===== src/rtl/seq_alu_if.sv =====
// Handshake and operand/result bundle between decode/fetch, the sequential ALU
// and writeback.
interface seq_alu_if #(
  parameter int WIDTH = 8
);
  logic             in_valid;
  logic             in_ready;
  logic [WIDTH-1:0] a;
  logic [WIDTH-1:0] b;
  logic [3:0]       op_code;
  logic             out_valid;
  logic             out_ready;
  logic [WIDTH-1:0] alu_out;
  logic             zero;
  logic             negative;
  logic             carry;
  logic             overflow;
  logic             busy;

  modport master (
    output in_valid, a, b, op_code, out_ready,
    input  in_ready, out_valid, alu_out, zero, negative, carry, overflow, busy
  );

  modport slave (
    input  in_valid, a, b, op_code, out_ready,
    output in_ready, out_valid, alu_out, zero, negative, carry, overflow, busy
  );
endinterface


===== src/rtl/seq_alu.sv =====
// Multi-cycle ALU with valid/ready on both sides and registered NZCV flags.
// Shifts move one bit per cycle; MUL is shift-add, one multiplier bit per cycle.
//
// state | meaning
// IDLE  | waiting for an operation, in_ready high
// EXEC  | iterating a shift or multiply, cnt_q cycles remain
// DONE  | result/flags valid, held until out_ready
module seq_alu #(
  parameter int WIDTH = 8,
  parameter int SHW   = $clog2(WIDTH)
) (
  input logic   clk,
  input logic   rst,
  seq_alu_if.slave bus
);

  localparam int CW = SHW + 1;

  localparam logic [3:0] OP_PASS_A = 4'd0;
  localparam logic [3:0] OP_ADD    = 4'd1;
  localparam logic [3:0] OP_SUB    = 4'd2;
  localparam logic [3:0] OP_AND    = 4'd3;
  localparam logic [3:0] OP_OR     = 4'd4;
  localparam logic [3:0] OP_XOR    = 4'd5;
  localparam logic [3:0] OP_PASS_B = 4'd6;
  localparam logic [3:0] OP_SLL    = 4'd7;
  localparam logic [3:0] OP_SRL    = 4'd8;
  localparam logic [3:0] OP_SRA    = 4'd9;
  localparam logic [3:0] OP_MUL    = 4'd10;

  typedef enum logic [1:0] {
    IDLE = 2'd0,
    EXEC = 2'd1,
    DONE = 2'd2
  } state_t;

  state_t state_q, state_d;

  logic [3:0]         op_q;
  logic [WIDTH-1:0]   work_q, work_nx;
  logic [2*WIDTH-1:0] prod_q, prod_nx;
  logic [WIDTH:0]     prod_sum;
  logic [CW-1:0]      cnt_q;
  logic               sh_out;

  logic [WIDTH-1:0]   res_q;
  logic               zero_q, neg_q, carry_q, ovf_q;

  logic               in_ready, accept, long_op, is_shift, exec_last;
  logic [SHW-1:0]     shamt;
  logic [WIDTH:0]     add_full, sub_full;
  logic [WIDTH-1:0]   sc_res;
  logic               sc_c, sc_v;

  logic               res_ld;
  logic [WIDTH-1:0]   res_d;
  logic               c_d, v_d;

  assign shamt     = bus.b[SHW-1:0];
  assign in_ready  = (state_q == IDLE) || ((state_q == DONE) && bus.out_ready);
  assign accept    = bus.in_valid && in_ready;
  assign is_shift  = (bus.op_code == OP_SLL) || (bus.op_code == OP_SRL) ||
                     (bus.op_code == OP_SRA);
  assign long_op   = (bus.op_code == OP_MUL) || (is_shift && (shamt != '0));
  assign exec_last = (state_q == EXEC) && (cnt_q == CW'(1));

  assign add_full = {1'b0, bus.a} + {1'b0, bus.b};
  assign sub_full = {1'b0, bus.a} - {1'b0, bus.b};

  // Ops that finish at the accept edge; a zero-distance shift passes a through.
  always_comb begin
    sc_res = '0;
    sc_c   = 1'b0;
    sc_v   = 1'b0;
    case (bus.op_code)
      OP_PASS_A: sc_res = bus.a;
      OP_ADD: begin
        sc_res = add_full[WIDTH-1:0];
        sc_c   = add_full[WIDTH];
        sc_v   = (bus.a[WIDTH-1] == bus.b[WIDTH-1]) &&
                 (add_full[WIDTH-1] != bus.a[WIDTH-1]);
      end
      OP_SUB: begin
        sc_res = sub_full[WIDTH-1:0];
        sc_c   = ~sub_full[WIDTH];
        sc_v   = (bus.a[WIDTH-1] != bus.b[WIDTH-1]) &&
                 (sub_full[WIDTH-1] != bus.a[WIDTH-1]);
      end
      OP_AND:    sc_res = bus.a & bus.b;
      OP_OR:     sc_res = bus.a | bus.b;
      OP_XOR:    sc_res = bus.a ^ bus.b;
      OP_PASS_B: sc_res = bus.b;
      OP_SLL, OP_SRL, OP_SRA: sc_res = bus.a;
      default:   sc_res = '0;
    endcase
  end

  always_comb begin
    work_nx = work_q;
    sh_out  = 1'b0;
    case (op_q)
      OP_SLL: begin
        work_nx = {work_q[WIDTH-2:0], 1'b0};
        sh_out  = work_q[WIDTH-1];
      end
      OP_SRL: begin
        work_nx = {1'b0, work_q[WIDTH-1:1]};
        sh_out  = work_q[0];
      end
      OP_SRA: begin
        work_nx = {work_q[WIDTH-1], work_q[WIDTH-1:1]};
        sh_out  = work_q[0];
      end
      default: ;
    endcase
  end

  // prod_q = {partial sum, remaining multiplier bits}; work_q holds the multiplicand.
  assign prod_sum = {1'b0, prod_q[2*WIDTH-1:WIDTH]} +
                    (prod_q[0] ? {1'b0, work_q} : {(WIDTH+1){1'b0}});
  assign prod_nx  = {prod_sum, prod_q[WIDTH-1:1]};

  always_comb begin
    res_ld = 1'b0;
    res_d  = sc_res;
    c_d    = sc_c;
    v_d    = sc_v;
    if (accept && !long_op) begin
      res_ld = 1'b1;
    end else if (exec_last) begin
      res_ld = 1'b1;
      v_d    = 1'b0;
      if (op_q == OP_MUL) begin
        res_d = prod_nx[WIDTH-1:0];
        c_d   = |prod_nx[2*WIDTH-1:WIDTH];
      end else begin
        res_d = work_nx;
        c_d   = sh_out;
      end
    end
  end

  always_comb begin
    state_d = state_q;
    case (state_q)
      IDLE: if (accept) state_d = long_op ? EXEC : DONE;
      EXEC: if (exec_last) state_d = DONE;
      DONE: begin
        if (accept)             state_d = long_op ? EXEC : DONE;
        else if (bus.out_ready) state_d = IDLE;
      end
      default: state_d = IDLE;
    endcase
  end

  always_ff @(posedge clk or posedge rst) begin
    if (rst) state_q <= IDLE;
    else     state_q <= state_d;
  end

  always_ff @(posedge clk or posedge rst) begin
    if (rst) begin
      op_q   <= '0;
      work_q <= '0;
      prod_q <= '0;
      cnt_q  <= '0;
    end else if (accept) begin
      op_q   <= bus.op_code;
      work_q <= bus.a;
      prod_q <= {{WIDTH{1'b0}}, bus.b};
      cnt_q  <= (bus.op_code == OP_MUL) ? CW'(WIDTH) : {1'b0, shamt};
    end else if (state_q == EXEC) begin
      work_q <= (op_q == OP_MUL) ? work_q : work_nx;
      prod_q <= prod_nx;
      cnt_q  <= cnt_q - CW'(1);
    end
  end

  always_ff @(posedge clk or posedge rst) begin
    if (rst) begin
      res_q   <= '0;
      zero_q  <= 1'b0;
      neg_q   <= 1'b0;
      carry_q <= 1'b0;
      ovf_q   <= 1'b0;
    end else if (res_ld) begin
      res_q   <= res_d;
      zero_q  <= (res_d == '0);
      neg_q   <= res_d[WIDTH-1];
      carry_q <= c_d;
      ovf_q   <= v_d;
    end
  end

  assign bus.in_ready  = in_ready;
  assign bus.out_valid = (state_q == DONE);
  assign bus.busy      = (state_q == EXEC);
  assign bus.alu_out   = res_q;
  assign bus.zero      = zero_q;
  assign bus.negative  = neg_q;
  assign bus.carry     = carry_q;
  assign bus.overflow  = ovf_q;

endmodule

===== src/flat_wrapper.sv =====
// flat-port wrapper written by rule: the top's interface ports become plain ports
module seq_alu_flat 
#(
  parameter int WIDTH = 8,
  parameter int SHW   = $clog2(WIDTH)
)
  (clk, rst, bus_in_valid, bus_a, bus_b, bus_op_code, bus_out_ready, bus_in_ready, bus_out_valid, bus_alu_out, bus_zero, bus_negative, bus_carry, bus_overflow, bus_busy);
  seq_alu_if #(.WIDTH(WIDTH)) bus_i ();
  input logic clk;
  input logic rst;
  input wire logic [$bits(bus_i.in_valid)-1:0] bus_in_valid;
  input wire logic [$bits(bus_i.a)-1:0] bus_a;
  input wire logic [$bits(bus_i.b)-1:0] bus_b;
  input wire logic [$bits(bus_i.op_code)-1:0] bus_op_code;
  input wire logic [$bits(bus_i.out_ready)-1:0] bus_out_ready;
  output wire logic [$bits(bus_i.in_ready)-1:0] bus_in_ready;
  output wire logic [$bits(bus_i.out_valid)-1:0] bus_out_valid;
  output wire logic [$bits(bus_i.alu_out)-1:0] bus_alu_out;
  output wire logic [$bits(bus_i.zero)-1:0] bus_zero;
  output wire logic [$bits(bus_i.negative)-1:0] bus_negative;
  output wire logic [$bits(bus_i.carry)-1:0] bus_carry;
  output wire logic [$bits(bus_i.overflow)-1:0] bus_overflow;
  output wire logic [$bits(bus_i.busy)-1:0] bus_busy;
  assign bus_i.in_valid = bus_in_valid;
  assign bus_i.a = bus_a;
  assign bus_i.b = bus_b;
  assign bus_i.op_code = bus_op_code;
  assign bus_i.out_ready = bus_out_ready;
  assign bus_in_ready = bus_i.in_ready;
  assign bus_out_valid = bus_i.out_valid;
  assign bus_alu_out = bus_i.alu_out;
  assign bus_zero = bus_i.zero;
  assign bus_negative = bus_i.negative;
  assign bus_carry = bus_i.carry;
  assign bus_overflow = bus_i.overflow;
  assign bus_busy = bus_i.busy;
  seq_alu #(.WIDTH(WIDTH), .SHW(SHW)) u_core (.clk(clk), .rst(rst), .bus(bus_i));
endmodule

===== config.mk =====
export PLATFORM = sky130hd
export DESIGN_NAME = seq_alu_flat
export DESIGN_NICKNAME = d
export VERILOG_FILES = /design/src/rtl/seq_alu_if.sv /design/src/rtl/seq_alu.sv /design/src/flat_wrapper.sv
export SDC_FILE = /design/constraint.sdc
export NUM_CORES = 1
export LEC_CHECK = 0
export ABC_AREA = 1
export BUFFER_PORTS_ARGS = -buffer_cell sky130_fd_sc_hd__buf_4
export CORE_MARGIN = 3
export CORE_UTILIZATION = 45
export CTS_CLUSTER_SIZE = 30
export DETAILED_ROUTE_END_ITERATION = 10
export PLACE_DENSITY = 0.69
export SLEW_MARGIN = 25
export SYNTH_ARGS = -nofsm -noshare
export SYNTH_HDL_FRONTEND = slang
export SYNTH_SLANG_ARGS = --single-unit
export TNS_END_PERCENT = 20

===== constraint.sdc =====
create_clock -name clk -period 5.2 [get_ports clk]
set_clock_uncertainty 0.2 [all_clocks]
set_input_delay 1.56 -clock clk [delete_from_list [all_inputs] [get_ports clk]]
set_output_delay 1.56 -clock clk [all_outputs]
set_load 0.05 [all_outputs]

==> metrics.md, run 1 <==
| Metric | Value |
|---|---|
| Outcome | finished clean |
| Initial DRC Count | between 300 and 400 |
| First-pass DRT Iterations | 5 |
| Min-delay worst type | flop to flop |
| Post-synth top area cell | dfrtp_1 |
| Psw | 1030 uW |
| Final min period | roughly 3.8 ns |
| EDFF count, synth | 0 |
| Part of the cycle the worst path needs | about three quarters |
| Total CTS buffers | 5 |
| Top cells by area, synth | dfrtp_1, nand2_1, ha_1 |
| Post-CTS Repair Setup Buffers | 0 |
| # clock sinks | 45 |
| Peak VDD IR | between 0.0003 and 0.0004 V |
| CP startpoint | bus_out_ready |
| Setup TNS Final | 0 ns |
| Clk pwr share | between 10% and 20% |
| Sequential area share after synthesis | a little over a quarter |
| Final nets | a little over 700 |
| Worst-Margin Slew | about 0.85 ns |
| Asr flop ratio synth | 100% |
| Drt via density | between 5 and 6 |
| Chip Height | 102 um |
| Gate Count Post-Synth | roughly 630 |
| Relative slew slack | between 40 and 50% |
| Syn Nets | roughly 700 |
| Sequential Power Share | 30.8% |
| Worst R2R End | u_core.bus.carry |
| Critical Path Sink | bus_in_ready |
| PortBufs | 38 |
| Root buf cell | clkbuf_8 |
| Num rows | 34 |
| Prevailing post-synth register cell | dfrtp_1 |
| Setup ws final | 1.39 ns |
| Synth Area per Inst | ~6.6 um^2 |
| Required @ worst endpoint | 3.44 ns |
| Synth Warn # | 0 |
| RSZ-0062 raised after global routing | no |
| RR Startpoint | u_core.prod_q[0] |
| CTS max path bufs | 2 |
| Post-CTS resize count | 0 |
| Max-slew violations | 0 |
| Max Cap Violations | 0 |
| Worst setup path category | primary input to output pin |
| Total gr overflow | 0 |
| Crit path DAT | between 2 and 2.5 ns |
| Worst Path Max Fanout | 2 |
| Final wirelength | about 12 mm |
| Antenna diodes | 0 |
| CP endpoint kind | output pin |
| GPL Wtd Cong | around 0.9 |
| Worst setup SP type | primary input |
| Antenna viol nets, final | 0 |
| First-pass GRT wire length | approximately 20 mm |
| Tot GR Track Use | around a quarter |
| Core Region | 8810 um^2 |
| Post-DP HPWL | around 9.6 mm |
| Combinational share of power | a little under three fifths |
| Register Area | around 1100 um^2 |
| R2R Setup Slk | about 2.4 ns |
| Library cells used by synthesis | 40 |
| Synth-to-layout area growth | 11.5% |
| DP Worst Slack | around 1.4 ns |
| Initial antenna violation count | 0 |
| Power Dens Cells | between 400 and 500 nW/um^2 |
| CTS hold repair buffers | 0 |
| CTS clock-pin slew for the worst setup and hold paths | approximately 0.090 ns |
| Starting density of the core | roughly 47% |
| Endpoints failing setup | 0 |
| Max Freq | between 200 and 300 MHz |
| Pin count of the biggest net entering global routing | between 40 and 50 |
| R2R depth | 12 |
| Fill count | between 800 and 900 |
| Num ports | 39 |
| Die ar. | 10400 um^2 |
| Layout cells sized above 1 | between 10% and 20% |
| Die width | 102 um |
| P_int | just over 1000 uW |
| WL/cell | approximately 16 um |
| DRC | 0 |
| Via count | 4282 |
| Final hold violation count | 0 |
| Worst skew pair latency | approximately 0.30 ns |
| CTS tree | yes |
| Area fraction of the dominant cell type after synthesis | between 20% and 30% |
| Leak | ~0.0025 uW |
| Sw frac | roughly half |
| # H-tree levels | 2 |
| Vias in the first global route | around 3900 |
| Multi-input logic area | roughly 2600 um^2 |
| Yosys reg bits | 45 |
| Cell Area, Synth | ~4100 um^2 |
## registers in the layout, summed over array words and instances, names as in the netlist
register             cells
u_core.bus.alu_out       7
u_core.bus.carry         1
u_core.bus.negative      1
u_core.bus.overflow      1
u_core.bus.zero          1
u_core.cnt_q             4
u_core.op_q              4
u_core.prod_q           16
u_core.state_q           2
u_core.work_q            8
## cell type report
| cell class | instances | share of cell area (%) |
|---|---|---|
| flip-flops and latches | 45 | 24.4 |
| well taps | 108 | 2.93 |
| repair buffers | 39 | 6.35 |
| multi-input cells | 464 | 55.4 |
| clock buffers | 6 | 1.79 |
| inverters | 101 | 8.25 |
| clock inverters | 2 | 0.814 |
## metal layers
metal	track usage (%)	routed length, um	vias up
met1	34.7	5510	2022
met5	0	0	-
li1	-	-	2093
met2	37.9	5630	149
met3	4.78	792	18
met4	6.26	272	0
## power by group through the flow
stage | clock, uW | combinational [uW] | sequential, uW
3_5_place_dp | 0 | 1120 | 638
6_report | 283 | 1140 | 633
5_1_grt | 306 | 1260 | 656
3_3_place_gp | 0 | 1100 | 634
2_1_floorplan | 0 | 732 | 724
4_1_cts | 288 | 1130 | 631
## through the flow
step	instances	hold slack [ns]	util, %	total power [uW]	area, um^2
after global routing	765	0.338	52.3	2220	4610
final	765	0.305	52.3	2050	4610
after floorplan	625	0.282	-	1460	4130
after detailed placement	757	0.287	51.0	1760	4490
after global placement	757	0.281	51.0	1730	4490
after CTS	765	0.311	52.3	2050	4610
## Yosys cell counts, types with 2 or more instances
master,instances
buf_4,3
nor2_4,2
xnor2_1,5
a221oi_1,2
nand3_1,67
nand3_2,2
nand2_4,2
nor2_1,56
o211ai_1,2
buf_2,4
a21oi_1,19
clkbuf_1,8
nand3b_1,2
inv_1,91
o21ai_0,28
fa_1,3
a31oi_1,8
nand4_1,15
ha_1,34
nor2_2,3
xor2_1,4
o221ai_1,14
nand2_1,178
dfrtp_1,45
o21bai_1,5
inv_2,9
## placed cells by master (no fill, tap or decap), types with 4 or more instances in the layout
cell | netlist | final
a21oi_1 | 19 | 19
o21ai_0 | 28 | 28
dfrtp_1 | 45 | 45
inv_1 | 91 | 90
xnor2_1 | 5 | 5
clkbuf_8 | 0 | 6
nor2_1 | 56 | 56
nand3_1 | 67 | 67
a31oi_1 | 8 | 8
o221ai_1 | 14 | 14
inv_2 | 9 | 9
buf_4 | 3 | 39
xor2_1 | 4 | 4
nand4_1 | 15 | 15
nand2_1 | 178 | 178
o21bai_1 | 5 | 5
ha_1 | 34 | 34
## cells by family after synthesis
logic type               share of synthesized area, %
XOR/XNOR                                         1.91
buffers and inverters                            10.9
AND/OR/NAND/NOR                                  34.8
AO/OA/AOI/OAI                                    13.3
adder cells (fa/ha/maj)                          11.7
flip-flops                                       27.2
## critical path, stage by stage
cell    delay, ns
buf_4        0.11
nor2_1       0.13
nor2_1       0.07
buf_4        0.19
## how the worst min path moves through the flow
stage | end | startpoint | cells after the start | slack, ns
global route | u_core.bus.zero | u_core.bus.zero | 2 | 0.34
finish | u_core.bus.zero | u_core.bus.zero | 2 | 0.30
detailed placement | u_core.bus.zero | u_core.bus.zero | 2 | 0.29
floorplan | u_core.prod_q[13] | u_core.prod_q[13] | 2 | 0.28
global placement | u_core.bus.alu_out[2] | u_core.bus.alu_out[2] | 2 | 0.28
CTS | u_core.bus.zero | u_core.bus.zero | 2 | 0.31
No activity file was read; power rests on OpenSTA's default activity.
==> inputs of run 2 (changes only) <==
==> constraint.sdc (replaced) <==
create_clock -name clk -period 3.75 [get_ports clk]
set_clock_uncertainty 0.2 [all_clocks]
set_input_delay 1.125 -clock clk [delete_from_list [all_inputs] [get_ports clk]]
set_output_delay 1.125 -clock clk [all_outputs]
set_load 0.05 [all_outputs]
==> run 2 against run 1 <==
  * Power increased by 42%
  * Flip-flop and latch count unchanged
  * Critical path depth increased by 12
  * Core utilization increased by 0.41 points
  * Non-clock buffer count increased by 3
  * Combinational power increased by 39%
  * Final cell count increased by 0.39%
  * Highest routed layer unchanged
==> metrics.md, run 2 (synthesis gave the netlist of run 1 again) <==
| Metric | Value |
|---|---|
| M1 GR Usage | 33.9% (was 34.7%) |
| Worst setup path category | primary input to flop (was primary input to output pin) |
| Worst Path Max Fanout | 9 (was 2) |
| Max Cap Violations | 0 (unchanged) |
| Max-slew violations | 0 (unchanged) |
| GPL Wtd Cong | 0.968 (was 0.887) |
| PortBufs | 38 (unchanged) |
| Die ar. | 10400 um^2 (unchanged) |
| Worst setup SP type | primary input (unchanged) |
| CTS clock-pin slew for the worst setup and hold paths | 0.08 ns (was 0.09 ns) |
| Fill count | 878 (was 886) |
| Setup ws final | 0.792 ns (was 1.39 ns) |
| # clock sinks | 45 (unchanged) |
| Layout cells sized above 1 | 10.9% (was 10.5%) |
| Worst Hold Depth | 2 (unchanged) |
| Drt via density | 5.56 (was 5.60) |
| Required @ worst endpoint | 3.74 ns (was 3.44 ns) |
| Min-delay worst type | flop to flop (unchanged) |
| R2R depth | 12 (unchanged) |
| Total CTS buffers | 5 (unchanged) |
| First-pass DRT Iterations | 5 (unchanged) |
| Post-CTS Repair Setup Buffers | 0 (unchanged) |
| Crit path DAT | 2.95 ns (was 2.05 ns) |
| Post-DP HPWL | 9.77 mm (was 9.58 mm) |
| Initial DRC Count | 346 (was 350) |
| Max Freq | roughly 340 MHz |
| Fin area | 4650 um^2 (was 4610 um^2) |
| CTS hold repair buffers | 0 (unchanged) |
| DP Worst Slack | 0.509 ns (was 1.39 ns) |
| Top reg by flops | u_core.prod_q (unchanged) |
| Initial antenna violation count | 0 (unchanged) |
| Final hold violation count | 0 (unchanged) |
| DRC | 0 (unchanged) |
| Starting density of the core | 46.9% (unchanged) |
| Met3 GRT Util | 3.96% (was 4.78%) |
| Endpoints failing setup | 0 (unchanged) |
| Most frequent cells in the layout | nand2_1, inv_1, nand3_1, nor2_1, dfrtp_1 (unchanged) |
| Num ports | 39 (unchanged) |
| # H-tree levels | 2 (unchanged) |
| Peak VDD IR | 0.000420 V (was 0.000372 V) |
| Synth-to-layout area growth | 12.4% (was 11.5%) |
| Num rows | 34 (unchanged) |
| Final min period | between 2 and 3 ns |
| Largest register FFs | 16 (unchanged) |
| Antenna viol nets, final | 0 (unchanged) |
| Pin count of the biggest net entering global routing | 46 (unchanged) |
| CTS tree | yes (unchanged) |
| Post-CTS resize count | 0 (unchanged) |
| Worst-Margin Slew | 0.807 ns (was 0.855 ns) |
| Die width | 102 um (unchanged) |
| Total gr overflow | 0 (unchanged) |
| WL/cell | 16.1 um (was 16.0 um) |
| Final wirelength | 12.4 mm (was 12.2 mm) |
| First-pass GRT wire length | 20.0 mm (was 19.9 mm) |
| Core Region | 8810 um^2 (unchanged) |
| Part of the cycle the worst path needs | roughly four fifths |
| Worst skew pair latency | 0.30 ns (about the same) |
| Busiest layer in global routing | met2 (unchanged) |
| Final nets | 720 (was 717) |
| Leak | 0.00253 uW (was 0.00251 uW) |
| Outcome | finished clean (unchanged) |
| Final hold slack | 0.302 ns (was 0.305 ns) |
| Relative slew slack | 46.2% (was 42.9%) |
| Final Util | 52.8% (was 52.3%) |
| CP endpoint kind | flop (was output pin) |
| Vias in the first global route | 4043 (was 3930) |
| Chip Height | 102 um (unchanged) |
| RSZ-0062 raised after global routing | no (unchanged) |
| Tot GR Track Use | 24.5% (was 24.3%) |
| CTS max path bufs | 2 (unchanged) |
| Met2 Use GR | 40.2% (was 37.9%) |
| Root buf cell | clkbuf_8 (unchanged) |
| Power Dens Cells | 627 nW/um^2 (was 446 nW/um^2) |
| Setup TNS Final | 0 ns (unchanged) |
| Via count | 4269 (was 4282) |
| Most common cell after layout, fill and taps aside | nand2_1 (unchanged) |
| Antenna diodes | 0 (unchanged) |
| Placed cell area | 4510 um^2 (was 4490 um^2) |
-- run 2: cell types whose count changed in the layout (fill, tap and decap cells not counted) --
cell / change
clkbuf_8: -1
clkinv_2: +1
clkinvlp_4: -1
bufinv_16: +1
buf_4: +3
-- run 2: final timing paths --
path | startpoint | to | slack (ns)
hold / removal | u_core.bus.alu_out[2] | u_core.bus.alu_out[2] | 0.30
setup / recovery | bus_a[2] | u_core.bus.zero | 0.79
max in group asynchronous | rst | u_core.bus.alu_out[4] | 2.12
min in group asynchronous | rst | u_core.prod_q[14] | 0.74
hold reg to reg | u_core.bus.alu_out[2] | u_core.bus.alu_out[2] | 0.30
setup reg to reg | u_core.prod_q[0] | u_core.bus.carry | 1.05
-- run 2: critical path, stage by stage --
cell	delay, ns
buf_4	0.11
inv_1	0.07
ha_1	0.45
inv_1	0.15
a21oi_1	0.20
nand2_1	0.10
nand2_1	0.08
nand2_1	0.13
nor2_1	0.12
nor2_1	0.05
nand3_1	0.07
nand2_1	0.07
nand2_1	0.06
nor2_1	0.04
nand4_1	0.06
nand2_1	0.06
-- run 2: power by group --
part / internal [uW] / switching [uW] / total [uW]
logic: 519 / 1070 / 1590
clock network: 265 / 175 / 440
registers: 700 / 180 / 880
total: 1480 / 1430 / 2910
-- run 2: area by class of cell --
class                           count  area, um^2  area share, %
Clock buffer                        5        68.8           1.48
Clock inverter                      3        65.1           1.40
Inverter                          101         380           8.19
Multi-Input combinational cell    464        2550           55.0
Sequential cell                    45        1130           24.2
Tap cell                          108         135           2.91
Timing Repair Buffer               42         315           6.79
-- run 2: layer usage --
layer  vias up  part of all wire [%]
met2       162                    47
met5         -                     0
met1      1990                    45
met3        18                   6.2
met4         0                   1.9
li1       2099                     -
-- run 2: stage by stage --
stage | total power (uW) | cells
CTS | 2910 | 768
floorplan | 2020 | 625
global placement | 2440 | 760
global route | 3140 | 768
detailed placement | 2460 | 760
finish | 2910 | 768
